**config.mk**
```make
export PLATFORM = sky130hd
export DESIGN_NAME = mem_arbiter
export DESIGN_NICKNAME = d
export VERILOG_FILES = /design/src/rtl/mem_arb_pkg.sv /design/src/rtl/arb_rr_pick.sv /design/src/rtl/mem_arbiter.sv
export SDC_FILE = /design/constraint.sdc
export NUM_CORES = 1
export LEC_CHECK = 0
export BUFFER_PORTS_ARGS = -buffer_cell sky130_fd_sc_hd__clkbuf_2
export CAP_MARGIN = 30
export CORE_AREA = 2 2 109 111
export DETAILED_ROUTE_END_ITERATION = 6
export DIE_AREA = 0 0 111 113
export PLACE_DENSITY = 0.81
export SETUP_SLACK_MARGIN = 0.1
export SLEW_MARGIN = 5
export SYNTH_ARGS = -nofsm -noshare
export SYNTH_HDL_FRONTEND = slang
export SYNTH_HIERARCHICAL = 1
export SYNTH_SLANG_ARGS = --single-unit
export TNS_END_PERCENT = 10
```
**constraint.sdc**
```tcl
create_clock -name clk -period 4.47 [get_ports clk]
set_input_delay 1.1175 -clock clk [delete_from_list [all_inputs] [get_ports clk]]
set_output_delay 1.1175 -clock clk [all_outputs]
set_load 0.005 [all_outputs]
```
**src/rtl/mem_arb_pkg.sv**
```systemverilog
// Shared types and constants for the two-port memory arbiter.
package mem_arb_pkg;

  localparam int unsigned ARB_NPORTS = 2;
  localparam int unsigned ARB_CNT_W  = 8;
  localparam logic [31:0] ARB_ERR_DATA = 32'hDEAD_BEEF;

  typedef enum logic [1:0] {
    IDLE   = 2'd0,
    ACCESS = 2'd1,
    RESP   = 2'd2
  } arb_state_t;

endpackage

```
**src/rtl/arb_rr_pick.sv**
```systemverilog
// Combinational 2-way round-robin selector; last is the index of the most recent winner.
module arb_rr_pick
  import mem_arb_pkg::*;
(
  input  logic [ARB_NPORTS-1:0] req,
  input  logic                  last,
  output logic [ARB_NPORTS-1:0] gnt
);

  always_comb begin
    gnt = '0;
    case (req)
      2'b01:   gnt = 2'b01;
      2'b10:   gnt = 2'b10;
      2'b11:   gnt = last ? 2'b01 : 2'b10;
      default: gnt = '0;
    endcase
  end

endmodule

```
**src/rtl/mem_arbiter.sv**
```systemverilog
// Two-port round-robin arbiter in front of a single variable-latency memory.
// Optional wait-for-ack timeout is enabled by defining MEM_ARB_TIMEOUT_EN.
module mem_arbiter
  import mem_arb_pkg::*;
#(
  parameter int unsigned ADDR_W  = 32,
  parameter int unsigned DATA_W  = 32,
  parameter int unsigned TIMEOUT = 255
) (
  input  logic                  clk,
  input  logic                  reset,
  input  logic                  req0,
  input  logic                  we0,
  input  logic [ADDR_W-1:0]     addr0,
  input  logic [DATA_W-1:0]     wdata0,
  input  logic [DATA_W/8-1:0]   be0,
  input  logic                  req1,
  input  logic                  we1,
  input  logic [ADDR_W-1:0]     addr1,
  input  logic [DATA_W-1:0]     wdata1,
  input  logic [DATA_W/8-1:0]   be1,
  output logic                  gnt0,
  output logic                  gnt1,
  output logic                  rvalid0,
  output logic                  rvalid1,
  output logic [DATA_W-1:0]     rdata,
  output logic                  rerr,
  output logic                  mem_req,
  output logic                  mem_we,
  output logic [ADDR_W-1:0]     mem_addr,
  output logic [DATA_W-1:0]     mem_wdata,
  output logic [DATA_W/8-1:0]   mem_be,
  input  logic [DATA_W-1:0]     mem_rdata,
  input  logic                  mem_ack
);

  localparam int unsigned BE_W = DATA_W / 8;

  if (TIMEOUT < 1 || TIMEOUT > 255) begin : g_bad_timeout
    $error("mem_arbiter: TIMEOUT must be in 1..255");
  end

  arb_state_t              r_state, w_state_nxt;
  logic                    r_last_gnt, w_last_gnt_nxt;
  logic                    r_owner, w_owner_nxt;
  logic                    r_mem_req, w_mem_req_nxt;
  logic                    r_we, w_we_nxt;
  logic [ADDR_W-1:0]       r_addr, w_addr_nxt;
  logic [DATA_W-1:0]       r_wdata, w_wdata_nxt;
  logic [BE_W-1:0]         r_be, w_be_nxt;
  logic [DATA_W-1:0]       r_rdata, w_rdata_nxt;
  logic [ARB_NPORTS-1:0]   r_rvalid, w_rvalid_nxt;
  logic [ARB_NPORTS-1:0]   w_pick;
  logic [ARB_NPORTS-1:0]   w_gnt;
`ifdef MEM_ARB_TIMEOUT_EN
  logic                    r_rerr, w_rerr_nxt;
  logic [ARB_CNT_W-1:0]    r_wait_cnt, w_wait_cnt_nxt;
  logic                    w_timeout;
`endif

  arb_rr_pick u_pick (
    .req  ({req1, req0}),
    .last (r_last_gnt),
    .gnt  (w_pick)
  );

  // Next-state and next-register values; grants are only issued from IDLE.
  always_comb begin
    w_state_nxt    = r_state;
    w_last_gnt_nxt = r_last_gnt;
    w_owner_nxt    = r_owner;
    w_mem_req_nxt  = r_mem_req;
    w_we_nxt       = r_we;
    w_addr_nxt     = r_addr;
    w_wdata_nxt    = r_wdata;
    w_be_nxt       = r_be;
    w_rdata_nxt    = r_rdata;
    w_rvalid_nxt   = '0;
    w_gnt          = '0;
`ifdef MEM_ARB_TIMEOUT_EN
    w_rerr_nxt     = r_rerr;
    w_wait_cnt_nxt = r_wait_cnt;
    w_timeout      = (r_wait_cnt == ARB_CNT_W'(TIMEOUT - 1));
`endif

    case (r_state)
      IDLE: begin
        w_gnt = w_pick;
        if (|w_pick) begin
          w_owner_nxt    = w_pick[1];
          w_last_gnt_nxt = w_pick[1];
          w_we_nxt       = w_pick[1] ? we1    : we0;
          w_addr_nxt     = w_pick[1] ? addr1  : addr0;
          w_wdata_nxt    = w_pick[1] ? wdata1 : wdata0;
          w_be_nxt       = w_pick[1] ? be1    : be0;
          w_mem_req_nxt  = 1'b1;
          w_state_nxt    = ACCESS;
`ifdef MEM_ARB_TIMEOUT_EN
          w_wait_cnt_nxt = '0;
`endif
        end
      end

      ACCESS: begin
        // A late ack wins over a simultaneous timeout.
        if (mem_ack) begin
          w_rdata_nxt           = r_we ? '0 : mem_rdata;
          w_mem_req_nxt         = 1'b0;
          w_rvalid_nxt[r_owner] = 1'b1;
          w_state_nxt           = RESP;
`ifdef MEM_ARB_TIMEOUT_EN
          w_rerr_nxt            = 1'b0;
        end else if (w_timeout) begin
          w_rdata_nxt           = DATA_W'(ARB_ERR_DATA);
          w_rerr_nxt            = 1'b1;
          w_mem_req_nxt         = 1'b0;
          w_rvalid_nxt[r_owner] = 1'b1;
          w_state_nxt           = RESP;
        end else begin
          w_wait_cnt_nxt        = ARB_CNT_W'(r_wait_cnt + 1'b1);
`endif
        end
      end

      RESP: begin
        w_state_nxt = IDLE;
      end

      default: begin
        w_state_nxt = IDLE;
      end
    endcase
  end

  always_ff @(posedge clk or negedge reset) begin
    if (!reset) begin
      r_state    <= IDLE;
      r_last_gnt <= 1'b1;
      r_owner    <= 1'b0;
      r_mem_req  <= 1'b0;
      r_we       <= 1'b0;
      r_addr     <= '0;
      r_wdata    <= '0;
      r_be       <= '0;
      r_rdata    <= '0;
      r_rvalid   <= '0;
    end else begin
      r_state    <= w_state_nxt;
      r_last_gnt <= w_last_gnt_nxt;
      r_owner    <= w_owner_nxt;
      r_mem_req  <= w_mem_req_nxt;
      r_we       <= w_we_nxt;
      r_addr     <= w_addr_nxt;
      r_wdata    <= w_wdata_nxt;
      r_be       <= w_be_nxt;
      r_rdata    <= w_rdata_nxt;
      r_rvalid   <= w_rvalid_nxt;
    end
  end

`ifdef MEM_ARB_TIMEOUT_EN
  always_ff @(posedge clk or negedge reset) begin
    if (!reset) begin
      r_rerr     <= 1'b0;
      r_wait_cnt <= '0;
    end else begin
      r_rerr     <= w_rerr_nxt;
      r_wait_cnt <= w_wait_cnt_nxt;
    end
  end

  assign rerr = r_rerr;
`else
  assign rerr = 1'b0;
`endif

  assign gnt0      = w_gnt[0];
  assign gnt1      = w_gnt[1];
  assign rvalid0   = r_rvalid[0];
  assign rvalid1   = r_rvalid[1];
  assign rdata     = r_rdata;
  assign mem_req   = r_mem_req;
  assign mem_we    = r_we;
  assign mem_addr  = r_addr;
  assign mem_wdata = r_wdata;
  assign mem_be    = r_be;

endmodule

```
==> metrics.txt <==
result of the run=completed; synthesized area per cell=roughly 13 µm²; XOR/XNOR share of the synthesized area=0%; number of detailed-routing iterations run before antenna repair=4; vias=3875; CP required=3.35 ns; Clock Sink Count=about 110; Syn Nets=564; slew of the pin with the lowest slew margin=0.779 ns; unrepaired setup endpoints after global routing=no; Setup crit start kind=input port; H-tree depth reported by CTS=3; minimum period implied by the final worst setup slack=3.22 ns; startpoint-to-endpoint class of the critical path=input port to primary output; Die X=111 µm; 1st-iter DRT viols=89; combinational family with the most area after synthesis=multiplexers; aggregate global-route resource usage=19.4%; arrival time of data at the critical path endpoint=2.10 ns; Final Hold Fails=0; Synth Area in Compound Gates=4.13%; total clock buffers created by CTS=9; mux contribution to synthesized area=31.7%; Mapped Cells=389; Longest Clk Path Bufs=2; Mapped Area=0.00503 mm²; per-cell routed wire length=14.8 µm; largest cells by area after synthesis=sky130_fd_sc_hd__dfrtp_1 53%, sky130_fd_sc_hd__mux2_2 29%, sky130_fd_sc_hd__nand2b_1 4.1%, sky130_fd_sc_hd__o21ai_0 3.4%, sky130_fd_sc_hd__mux2_4 3.0%; detailed-route DRC error count=0; power consumption=0.00444 W; Std-Cell Rows=39; part of the power in the clock network=20.5%; routed wire length=12.0 mm; worst min path class=flop to flop; crit path setup slack, layout=about 1.3 ns; relative contribution of sequential cells to total power=40.4%; CTS tree=done; gpl congestion=0.815; final clock period utilization by the worst path=72.0%; post-synthesis cell type count=21; depth of the worst register-to-register path=5; DIE AREA=0.0125 mm²; crit path capture type=primary output; Post-DRT Antenna Nets=0; Synth top cells by count=128 x sky130_fd_sc_hd__mux2_2, 107 x sky130_fd_sc_hd__dfrtp_1, 35 x sky130_fd_sc_hd__nand2_1, 34 x sky130_fd_sc_hd__o21ai_0, 33 x sky130_fd_sc_hd__nand2b_1; CTS hold repair buffers=0; slew margin rel.=between 40% and 50%; number of setup buffers added after CTS=0; Max-cap violations=0; later-pin clock latency in the skew report=0.34 ns; clk_skew=0.00838 ns; number of port buffers=280; io pins=around 280; count of cells resized by post-cts repair=0; fmax=0.311 GHz; leakage component of the power=3.52 nW; pin count of the biggest net entering global routing=80; top fanout value on the critical path=29; Async SR Flop Fraction=100%; cell count of the worst hold path=2; area leader, netlist=sky130_fd_sc_hd__dfrtp_1; first-pass GRT wire length=about 20 mm; Max VDD drop=0.000359 V; Yosys Warn Count=6; Via density=4.80; utilization of the core after routing=61.4%; Synth Register Bits=roughly 110; power density normalized to cell area=roughly 640 mW/mm²; aggregate global routing overflow=0; height of the chip=between 100 and 150 µm; Starting Density=44.6%; root buffer cell=sky130_fd_sc_hd__clkbuf_16; vias in the first global route=4169; combinational fraction of design power=a little under 40%; number of max-slew violations in the final report=0; core region area=roughly 0.011 mm²; fraction of power spent switching nets=31.0%; adder-cell share of the synthesized area=0%; Top FF cell, synth=sky130_fd_sc_hd__dfrtp_1; setup total negative slack=0 ns; minimum setup slack after placement=1.25 ns; simple-gate share of the synthesized area=7.27%; diode insertion count for antenna repair=0; clock input transition at the sequential cells of the worst setup and hold paths=0.07 ns; final setup fails=0; antenna violations before repair=0; proportion of synthesized chip area in sequential cells=53.8%; area growth from synthesis to layout=37.7%; most instantiated library cell after synthesis=sky130_fd_sc_hd__mux2_2; Pint=0.00307 W; number of synthesized flops with an enable pin=0; area share of the largest cell type after synthesis=a little over half; NetSw=0.00138 W; DPL Wire Length=9.41 mm; fraction of layout instances using a drive strength above 1=66.6%; count of nets after finishing=834
## cells by family (layout without fill, tap and decap cells)
kind of cell           count (synthesis)  in the layout
multiplexers                         138            138
other                                  1              1
AO/OA/AOI/OAI                         39             39
buffers and inverters                 30            305
AND/OR/NAND/NOR                       73             73
flip-flops                           108            108
## flip-flops by register name, summed over array words and instances, names as in the netlist
| signal | cells |
|---|---|
| mem_addr | 32 |
| mem_we | 1 |
| mem_be | 4 |
| r_rvalid | 2 |
| r_owner | 1 |
| r_state | 2 |
| rdata | 32 |
| mem_req | 1 |
| mem_wdata | 32 |
| r_last_gnt | 1 |
## worst paths after layout
| path | startpoint | to | slack [ns] |
|---|---|---|---|
| worst max-delay path | req1 | gnt1 | 1.25 |
| worst min-delay path | rdata[17] | rdata[17] | 0.48 |
| worst max register to register | r_last_gnt | mem_addr[29] | 2.42 |
| worst min register to register | rdata[17] | rdata[17] | 0.48 |
| max in group asynchronous | reset | mem_wdata[18] | 2.83 |
| min in group asynchronous | reset | rdata[28] | 0.64 |
## through the flow
stage                     instances  hold slack [ns]  cell area [µm²]
after global routing            807            0.522             6920
after floorplan                 389            0.418             5030
after CTS                       805            0.487             6860
after global placement          789            0.462             6520
after detailed placement        789            0.471             6520
final                           807            0.482             6920
## layout by cell type, fill, tap and decap left out
master,count
sky130_fd_sc_hd__clkinvlp_4,1
sky130_fd_sc_hd__inv_6,1
sky130_fd_sc_hd__a21o_1,2
sky130_fd_sc_hd__nand2b_1,33
sky130_fd_sc_hd__clkbuf_1,1
sky130_fd_sc_hd__dfstp_2,1
sky130_fd_sc_hd__mux2_4,10
sky130_fd_sc_hd__o21ai_0,34
sky130_fd_sc_hd__bufinv_16,3
sky130_fd_sc_hd__a21boi_4,1
sky130_fd_sc_hd__buf_4,5
sky130_fd_sc_hd__nor2_1,2
sky130_fd_sc_hd__nand2_1,35
sky130_fd_sc_hd__inv_1,3
sky130_fd_sc_hd__o21a_4,1
sky130_fd_sc_hd__clkbuf_16,9
sky130_fd_sc_hd__clkbuf_8,1
sky130_fd_sc_hd__dfrtp_1,107
sky130_fd_sc_hd__clkbuf_2,279
sky130_fd_sc_hd__conb_1,1
sky130_fd_sc_hd__and2_1,2
sky130_fd_sc_hd__buf_16,2
sky130_fd_sc_hd__mux2_2,128
sky130_fd_sc_hd__a21boi_1,1
sky130_fd_sc_hd__nand3b_1,1
## power by group through the flow
stage / registers [W] / clock network (W) / logic (W)
floorplan: 0.00178 / 0 / 0.000996
global placement: 0.00179 / 0 / 0.00168
detailed placement: 0.00181 / 0 / 0.00176
CTS: 0.00180 / 0.000928 / 0.00175
global route: 0.00186 / 0.000973 / 0.00192
finish: 0.00179 / 0.000912 / 0.00174
## critical path, cell delays in order
cell	delay, ns
sky130_fd_sc_hd__clkbuf_2	0.09
sky130_fd_sc_hd__a21boi_4	0.16
sky130_fd_sc_hd__buf_4	0.35
sky130_fd_sc_hd__and2_1	0.23
sky130_fd_sc_hd__clkbuf_2	0.14
## area by class of cell
cell class | count | area [µm²]
fillers | 921 | 4350
flip-flops and latches | 108 | 2700
multi-input cells | 251 | 2190
repair buffers | 286 | 1490
clock buffers | 11 | 243
well taps | 143 | 179
clock inverters | 5 | 106
inverters | 3 | 11.3
## routing by layer
| metal | up-vias | GRT usage (%) | share of wire, % |
|---|---|---|---|
| li1 | 1874 | - | - |
| met1 | 1793 | 21.4 | 38 |
| met2 | 183 | 35.2 | 52 |
| met3 | 25 | 5.46 | 8.3 |
| met4 | 0 | 8.08 | 2.6 |
| met5 | - | 0 | 0 |
Power figures use the tool's default switching activity.
